<file path="src/rtl/uart_pkg.sv">
// uart_pkg: FSM states, default addresses and status bit positions for mmio_uart_tx
package uart_pkg;
  typedef enum logic [2:0] {IDLE, START, DATA, PARITY, STOP} state_t;
  localparam logic [31:0] txdata_addr_def = 32'hFFFF_FF00;
  localparam logic [31:0] status_addr_def = 32'hFFFF_FF04;
  localparam int st_full   = 0;
  localparam int st_empty  = 1;
  localparam int st_active = 2;
  localparam int st_ovf    = 3;
  localparam int st_par    = 4;
  localparam int st_cnt_lo = 8;
endpackage

</file>
<file path="src/rtl/sync_fifo.sv">
// sync_fifo: synchronous FIFO, push accepted when full if a pop happens at the same edge
module sync_fifo #(
  parameter int W = 8,
  parameter int D = 8
) (
  input  logic             clk,
  input  logic             rst,
  input  logic             push,
  input  logic             pop,
  input  logic [W-1:0]     din,
  output logic [W-1:0]     dout,
  output logic             full,
  output logic             empty,
  output logic [$clog2(D):0] count
);
  localparam int aw = $clog2(D);
  logic [W-1:0] mem [D];
  logic [aw-1:0] wp, rp;
  logic do_push, do_pop;
  assign do_pop  = pop && !empty;
  assign do_push = push && (!full || do_pop);
  assign full    = count == (aw+1)'(D);
  assign empty   = count == '0;
  assign dout    = mem[rp];
  always_ff @(posedge clk)
    if (do_push) mem[wp] <= din;
  always_ff @(posedge clk)
    if (rst) begin
      wp    <= '0;
      rp    <= '0;
      count <= '0;
    end else begin
      wp    <= wp + aw'(do_push);
      rp    <= rp + aw'(do_pop);
      count <= count + (aw+1)'(do_push) - (aw+1)'(do_pop);
    end
endmodule

</file>
<file path="src/rtl/mmio_uart_tx.sv">
// mmio_uart_tx: MMIO 8N1 UART transmitter with byte FIFO; UART_TX_PARITY_EN adds an even parity bit
module mmio_uart_tx
  import uart_pkg::*;
#(
  parameter int          CLKS_PER_BIT = 16,
  parameter int          FIFO_DEPTH   = 8,
  parameter logic [31:0] TXDATA_ADDR  = txdata_addr_def,
  parameter logic [31:0] STATUS_ADDR  = status_addr_def
) (
  input  logic        clk,
  input  logic        reset,
  input  logic        memwrite,
  input  logic [31:0] dataadr,
  input  logic [31:0] writedata,
  output logic        sel,
  output logic [31:0] rdata,
  output logic        tx,
  output logic        busy
);
  localparam int cw = $clog2(CLKS_PER_BIT);
  localparam int nw = $clog2(FIFO_DEPTH) + 1;
  localparam logic [cw-1:0] cnt_last = cw'(CLKS_PER_BIT - 1);
`ifdef UART_TX_PARITY_EN
  localparam logic par_en = 1'b1;
`else
  localparam logic par_en = 1'b0;
`endif
  state_t state, state_n;
  logic [cw-1:0] cnt, cnt_n;
  logic [2:0] idx, idx_n;
  logic [7:0] sh, sh_n, dout;
  logic [nw-1:0] count;
  logic [31:0] status;
  logic is_tx, is_st, push, pop, full, empty, ovf, last, tx_n, unused_bits;
  assign is_tx       = dataadr == TXDATA_ADDR;
  assign is_st       = dataadr == STATUS_ADDR;
  assign sel         = is_tx || is_st;
  assign push        = memwrite && is_tx;
  assign last        = cnt == cnt_last;
  assign busy        = !empty || state != IDLE;
  assign rdata       = is_st ? status : '0;
  assign unused_bits = ^writedata[31:8];
  sync_fifo #(.W(8), .D(FIFO_DEPTH)) u_fifo (
    .clk(clk), .rst(reset), .push(push), .pop(pop), .din(writedata[7:0]),
    .dout(dout), .full(full), .empty(empty), .count(count)
  );
  always_comb begin
    status              = '0;
    status[st_full]     = full;
    status[st_empty]    = empty;
    status[st_active]   = state != IDLE;
    status[st_ovf]      = ovf;
    status[st_par]      = par_en;
    status[st_cnt_lo+:8] = 8'(count);
  end
  always_comb begin
    state_n = state;
    cnt_n   = last ? '0 : cnt + cw'(1);
    idx_n   = idx;
    sh_n    = sh;
    pop     = 1'b0;
    case (state)
      IDLE: begin
        cnt_n = '0;
        if (!empty) begin
          pop     = 1'b1;
          sh_n    = dout;
          state_n = START;
        end
      end
      START: if (last) begin
        state_n = DATA;
        idx_n   = '0;
      end
      DATA: if (last) begin
        if (idx == 3'd7) begin
          if (par_en) state_n = PARITY;
          else state_n = STOP;
        end else idx_n = idx + 3'd1;
      end
      PARITY: if (last) state_n = STOP;
      STOP: if (last) begin
        if (!empty) begin
          pop     = 1'b1;
          sh_n    = dout;
          state_n = START;
        end else state_n = IDLE;
      end
      default: state_n = IDLE;
    endcase
    tx_n = state_n == START ? 1'b0 : state_n == DATA ? sh_n[idx_n] : state_n == PARITY ? ^sh_n : 1'b1;
  end
  always_ff @(posedge clk)
    if (reset) begin
      state <= IDLE;
      cnt   <= '0;
      idx   <= '0;
      sh    <= '0;
      tx    <= 1'b1;
      ovf   <= 1'b0;
    end else begin
      state <= state_n;
      cnt   <= cnt_n;
      idx   <= idx_n;
      sh    <= sh_n;
      tx    <= tx_n;
      if (push && full && !pop) ovf <= 1'b1;
      else if (memwrite && is_st) ovf <= 1'b0;
    end
endmodule

</file>
<file path="config.mk">
export PLATFORM = sky130hd
export DESIGN_NAME = mmio_uart_tx
export DESIGN_NICKNAME = d
export VERILOG_FILES = /design/src/rtl/uart_pkg.sv /design/src/rtl/sync_fifo.sv /design/src/rtl/mmio_uart_tx.sv
export SDC_FILE = /design/constraint.sdc
export NUM_CORES = 1
export LEC_CHECK = 0
export CORE_ASPECT_RATIO = 0.5
export CORE_MARGIN = 4
export CORE_UTILIZATION = 65
export DETAILED_ROUTE_END_ITERATION = 6
export DONT_BUFFER_PORTS = 1
export HOLD_SLACK_MARGIN = 0.15
export MAX_ROUTING_LAYER = met4
export PLACE_DENSITY = 0.87
export SLEW_MARGIN = 20
export SYNTH_ARGS = -nofsm -noshare
export SYNTH_HDL_FRONTEND = slang
export SYNTH_SLANG_ARGS = --single-unit
</file>
<file path="constraint.sdc">
create_clock -name clk -period 7 [get_ports clk]
set_clock_uncertainty 0.1 [all_clocks]
set_input_delay 0.35 -clock clk [delete_from_list [all_inputs] [get_ports clk]]
set_output_delay 0.35 -clock clk [all_outputs]
set_load 0.05 [all_outputs]
</file>
==> metrics.csv, run 1 <==
metric,value,unit
TritonCTS clock tree,built,
Internal,0.00119,W
Longest Clk Path Bufs,2,
Critical Path Most Common Cell,nor2_1,
first-pass GRT wire length,13300,microns
Starting DRT DRC Count,266,
htree depth,3,
Tcrit/Tclk final,58.4,%
sw frac,31.2,%
CTS Sinks,94,
ys async rst share,0,%
largest cells by area after synthesis,"edfxtp_1, dfxtp_1, mux4_2, buf_4, ha_1",
CP arrival,3940,ps
layout cells sized above 1,14.4,%
DRT Wirelength,8390,microns
Setup-failing EPs final,0,
WP buf/inv,0,
setup repair after global routing missed its margin,no,
"Hold Violations, Final",0,
GRT Total Usage,23.1,%
Crit Path Class,flop to flop,
Worst path depth,7,
number of synthesized flops with an enable pin,64,
synthesized flop and latch total,94,
drt first pass iters,4,
Static Leak,1.64,nW
synthesized instance count,315,
YS warnings,0,
Tmin final,4090,ps
register share of total power,39.9,%
worst vdd rail ir drop,0.248,mV
Mapped Avg Cell Area,13.7,sq um
"delay-heaviest family, CP",simple AND/OR/NAND/NOR gates,
top cell type's share of synthesized area,44.6,%
Clock transition at path regs,60,ps
Post-synth top flop,edfxtp_1,
Final Net Count,409,
ant diodes,0,
core area,6260,sq um
"area leader, netlist",edfxtp_1,
"Cell Area, Synth",4310,sq um
clock buffer count from CTS,9,
Initial Util,68.9,%
largest net degree at the start of global routing,25,
synth unique cells,49,
PortBufs,0,
"most common cell after layout, fill and taps aside",edfxtp_1,
CP Launch Point,cnt[0],
number of max-cap violations,0,
CP max-delay cell,a2111oi_4,
Setup crit end,u_fifo.mem[5][7],
Worst Tran Pin Value,1120,ps
R2R Setup Slk,2910,ps
RR Endpoint,u_fifo.mem[5][7],
CP cell instances,"ha_1, nand3_2, a2111oi_4, nor2_1, nor3_1, nand2_1, nor2_1",
RR Startpoint,cnt[0],
io pins,102,
Area Growth Syn to Fin,8.85,%
DR WL/cell,19.9,microns
clock latency on the worst-skew pair,330,ps
initial antenna violation count,0,
Setup Total Neg Slack,0,ps
worst endpoint required time,6850,ps
R2R depth,7,
hpwl dp,5710,microns
Final Max Slew Viols,0,
Root Driver,clkbuf_16,
Slew headroom,25.0,%
min-delay worst type,flop to flop,
Die H,65.6,microns
outcome,"complete, no violations",
vias in the first global route,2560,
Die Wd,123,microns
setup bufs post-CTS,0,
Via density,5.99,
hold_ws,354,ps
CP max FO,14,
P_sw,0.000542,W
vias post-DR,2520,
DRT antenna net count,0,
DIE AREA,8080,sq um
gpl congestion,0.781,
Setup crit start kind,flop,
clock share of power,26.9,%
power per cell area,370,nW/um^2
Max Clk Rate,244,MHz
register area share after synthesis,58.5,%
DRC errors left,0,
largest incremental delay on the critical path,1080,ps
final core utilization,75.0,%
combinational power share,33.2,%
Site Rows,20,
GRT overflow,0,
most frequent cells in the layout,"edfxtp_1, nor2_1, dfxtp_1",
CP Capture Type,flop,
synthesized netlist by cell type, drive strengths merged (2+ instances only):
| master | instances |
|---|---|
| edfxtp | 64 |
| nor2 | 36 |
| dfxtp | 30 |
| buf | 27 |
| mux4 | 16 |
| nand2 | 15 |
| ha | 12 |
| inv | 10 |
| mux2 | 10 |
| xnor2 | 9 |
| nand2b | 7 |
| nand3 | 7 |
| clkbuf | 6 |
| nor2b | 6 |
| mux2i | 5 |
| nand4 | 5 |
| nor3 | 5 |
| and2 | 4 |
| o31ai | 4 |
| a21oi | 3 |
| and3 | 3 |
| nand3b | 3 |
| o211ai | 3 |
| a211oi | 2 |
| nor4 | 2 |
| o21ai | 2 |
| xor2 | 2 |
power by group through the flow:
stage	registers, W	clock network [W]	logic [W]
3_3_place_gp	0.000704	0	0.000515
5_1_grt	0.000703	0.000496	0.000625
4_1_cts	0.000694	0.000472	0.000577
6_report	0.000693	0.000467	0.000577
2_1_floorplan	0.000672	0	0.000510
3_5_place_dp	0.000706	0	0.000544
per-layer routing:
metal  vias up  routed length (microns)  GRT usage [%]
met4         0                      165           8.14
met2       109                     4310           39.0
li1       1147                        -              -
met5         -                        0              -
met3        19                      602           6.10
met1      1245                     3310           27.1
repair_timing:
action                                 CTS  global route
endpoints found under the hold margin   89             0
hold buffers                            11             0
resized for setup                        0             0
state kept, by name, indices dropped and copies added, names as in the netlist, 3 cells and up:
register and flops:
sh 8, idx 3, u_fifo.wp 3, u_fifo.rp 3, state 3, u_fifo.count 4
cnt 4, u_fifo.mem 64
per-stage QoR:
step           area (sq um)  setup WS [ps]  power (W)  instances
2_1_floorplan          4400           3250    0.00118        338
3_3_place_gp           4300           3090    0.00122        395
3_5_place_dp           4300           2920    0.00125        395
4_1_cts                4690           2920    0.00174        421
5_1_grt                4690           2640    0.00182        421
6_report               4690           2910    0.00174        421
cell families (layout without fill, tap and decap cells):
| group | Yosys count | count (layout) | share of synthesized area [%] |
|---|---|---|---|
| XOR/XNOR | 12 | 12 | 2.76 |
| other | 1 | 24 | 0.0869 |
| adder cells (fa/ha/maj) | 13 | 13 | 3.95 |
| flip-flops | 94 | 94 | 58.5 |
| multiplexers | 31 | 31 | 12.4 |
| AND/OR/NAND/NOR | 98 | 98 | 11.5 |
| buffers and inverters | 43 | 38 | 6.35 |
| AO/OA/AOI/OAI | 23 | 23 | 4.44 |
how the worst min path moves through the flow:
stage	start	endpoint	slack, ps	cells after the start
after floorplan	cnt[0]	cnt[0]	320	1
after global placement	reset	u_fifo.count[1]	320	1
after detailed placement	reset	u_fifo.count[1]	330	1
after CTS	cnt[0]	cnt[0]	360	1
after global routing	cnt[0]	cnt[0]	390	1
final	cnt[0]	cnt[0]	350	1
area by class of cell:
type                            count  area, sq um
Sequential cell                    94         2520
Clock inverter                      6         61.3
Inverter                           10         37.5
Timing Repair Buffer               13          125
Multi-Input combinational cell    201         1610
Tap cell                           88          110
Fill cell                         377         1560
Clock buffer                        9          225
(Power assumes the default switching activity.)
==> run 2: changes to the inputs <==
- CORE_UTILIZATION: 65 -> 57
- PLACE_DENSITY: 0.87 -> 0.81
- clock period: 7 -> 3.4 ns (I/O delays scaled with it)
==> run 2 against run 1 <==
  * Count of clock-buffer cells in the layout did not move
  * Cell count rose by 6.9%
  * Total power rose by 100%
  * Fmax rose by 38%
  * Non-clock buffer count rose by 19
  * Worst setup slack got worse by 2500 ps
  * Routed wire length fell by 1.3%
  * Largest cell class unchanged
==> metrics.csv, run 2 (synthesized netlist as in run 1, its figures left out) <==
metric,value,unit,change
Final Max Slew Viols,0,,unchanged
sw frac,31.2,%,about the same
io pins,102,,unchanged
Clock transition at path regs,60,ps,about the same
met2 Resource Use GR,33.5,%,-5.5 points
Tmin final,2970,ps,-1120 ps
number of max-cap violations,0,,unchanged
Final Net Count,428,,+4.6%
gpl congestion,0.786,,+0.60%
Largest regs,"u_fifo.mem (64), sh (8)",,
vias in the first global route,2622,,+2.4%
DRC errors left,0,,unchanged
clock latency on the worst-skew pair,340,ps,about the same
setup bufs post-CTS,0,,unchanged
vias post-DR,2521,,+0.040%
power per cell area,727,nW/um^2,+97%
worst endpoint required time,3570,ps,-3280 ps
Root Driver,clkbuf_16,,
htree depth,3,,unchanged
DRT antenna net count,0,,unchanged
GR Util met3,6.62,%,+0.51 points
TritonCTS clock tree,built,,
DR WL/cell,18.4,microns,-7.7%
Worst Tran Pin Value,873,ps,-251 ps
fin cells,450,,+6.9%
"Hold Violations, Final",0,,unchanged
Setup-failing EPs final,0,,unchanged
largest net degree at the start of global routing,25,,unchanged
Cells after DPL,422,,+6.8%
DRT Wirelength,8280,microns,-1.3%
Setup Total Neg Slack,0,ps,unchanged
DIE AREA,9110,sq um,+13%
Longest Clk Path Bufs,2,,unchanged
Via density,5.60,,-6.4%
Die H,69.5,microns,+6.0%
combinational power share,34.1,%,+0.9 points
Placement Cell Area,4450,sq um,+3.6%
CP arrival,3130,ps,-810 ps
CP Capture Type,flop,,
hold_ws,313,ps,-40.4 ps
clock buffer count from CTS,9,,unchanged
max reg flops,64,,unchanged
Internal,0.00242,W,+100%
P_sw,0.00110,W,+100%
outcome,"complete, no violations",,
worst vdd rail ir drop,0.480,mV,+93%
Site Rows,22,,+10%
Crit Path Class,flop to flop,,
core area,7350,sq um,+17%
Tcrit/Tclk final,87.3,%,+29 points
Area Growth Syn to Fin,12.1,%,
first-pass GRT wire length,13300,microns,-0.31%
Max Clk Rate,337,MHz,+38%
Die Wd,131,microns,+6.3%
GRT overflow,0,,unchanged
setup repair after global routing missed its margin,no,,
CTS Sinks,94,,unchanged
post-route cell area,4830,sq um,+3.0%
register share of total power,39.8,%,about the same
Static Leak,1.74,nW,+6.3%
Starting DRT DRC Count,266,,unchanged
clock share of power,26.0,%,-0.9 points
"most common cell after layout, fill and taps aside",edfxtp_1,,
initial antenna violation count,1,,+1
layout cells sized above 1,19.5,%,+5.1 points
hpwl dp,5850,microns,+2.4%
CP max FO,14,,unchanged
drt first pass iters,4,,unchanged
GRT Total Usage,20.5,%,-2.5 points
min-delay worst type,primary input to flop,,
most frequent cells in the layout,"edfxtp_1, nor2_1, dfxtp_1",,
met1 Use GR,23.8,%,-3.3 points
PortBufs,0,,unchanged
Top reg by flops,u_fifo.mem,,
Initial Util,58.7,%,-10 points
GRT Max-Usage Layer,met2,,
Slew headroom,41.6,%,+17 points
Setup crit start kind,flop,,
[run 2: cell count changes in the layout (fill, tap and decap cells not counted), sizes merged]
| cell | change |
|---|---|
| buf | +19 |
| bufinv | -1 |
| clkinv | +1 |
| diode | +1 |
| inv | +1 |
[run 2: per-stage QoR]
step / utilization [%] / power, W / worst slack [ps]
detailed placement: 60.5 / 0.00260 / 434
finish: 65.8 / 0.00352 / 433
global route: 65.8 / 0.00374 / 139
global placement: 60.5 / 0.00255 / 496
CTS: 65.7 / 0.00354 / 409
floorplan: - / 0.00243 / 215
[run 2: power by group through the flow]
stage	Combinational, W	Clock (W)	Sequential [W]
2_1_floorplan	0.00105	0	0.00138
3_3_place_gp	0.00113	0	0.00142
3_5_place_dp	0.00117	0	0.00143
4_1_cts	0.00120	0.000933	0.00140
5_1_grt	0.00133	0.000992	0.00142
6_report	0.00120	0.000915	0.00140
[run 2: critical path: stages, from the launching register on]
cell       delay [ps]
dfxtp_1           350
ha_1              240
nand3_2           220
a2111oi_4         400
buf_4             290
mux2i_1           340
xnor2_1           180
xnor2_1           150
xnor3_1           430
o211ai_2          170
[run 2: worst paths after layout]
path,startpoint,endpoint,slack [ps],depth (start not counted)
setup / recovery,cnt[0],tx,430,9
hold / removal,dataadr[2],u_fifo.count[0],310,4
setup reg to reg,cnt[0],tx,430,9
hold reg to reg,cnt[0],cnt[0],350,1
[run 2: timing repair]
action	CTS	global route
resized for setup	0	0
hold buffers	11	0
endpoints found under the setup margin	0	0
hold endpoints to repair	94	0
[run 2: cell type report]
type	instances	area, sq um
timing repair buffer	32	268
fill	484	2510
tap	96	120
inverter	10	37.5
multi-input combinational	201	1610
clock inverter	7	47.5
clock buffer	9	225
antenna	1	2.50
sequential	94	2520
[run 2: layer usage]
metal	vias up	wire length, microns
li1	1180	-
met1	1235	3350
met2	96	4270
met3	10	554
met4	0	113
met5	-	0
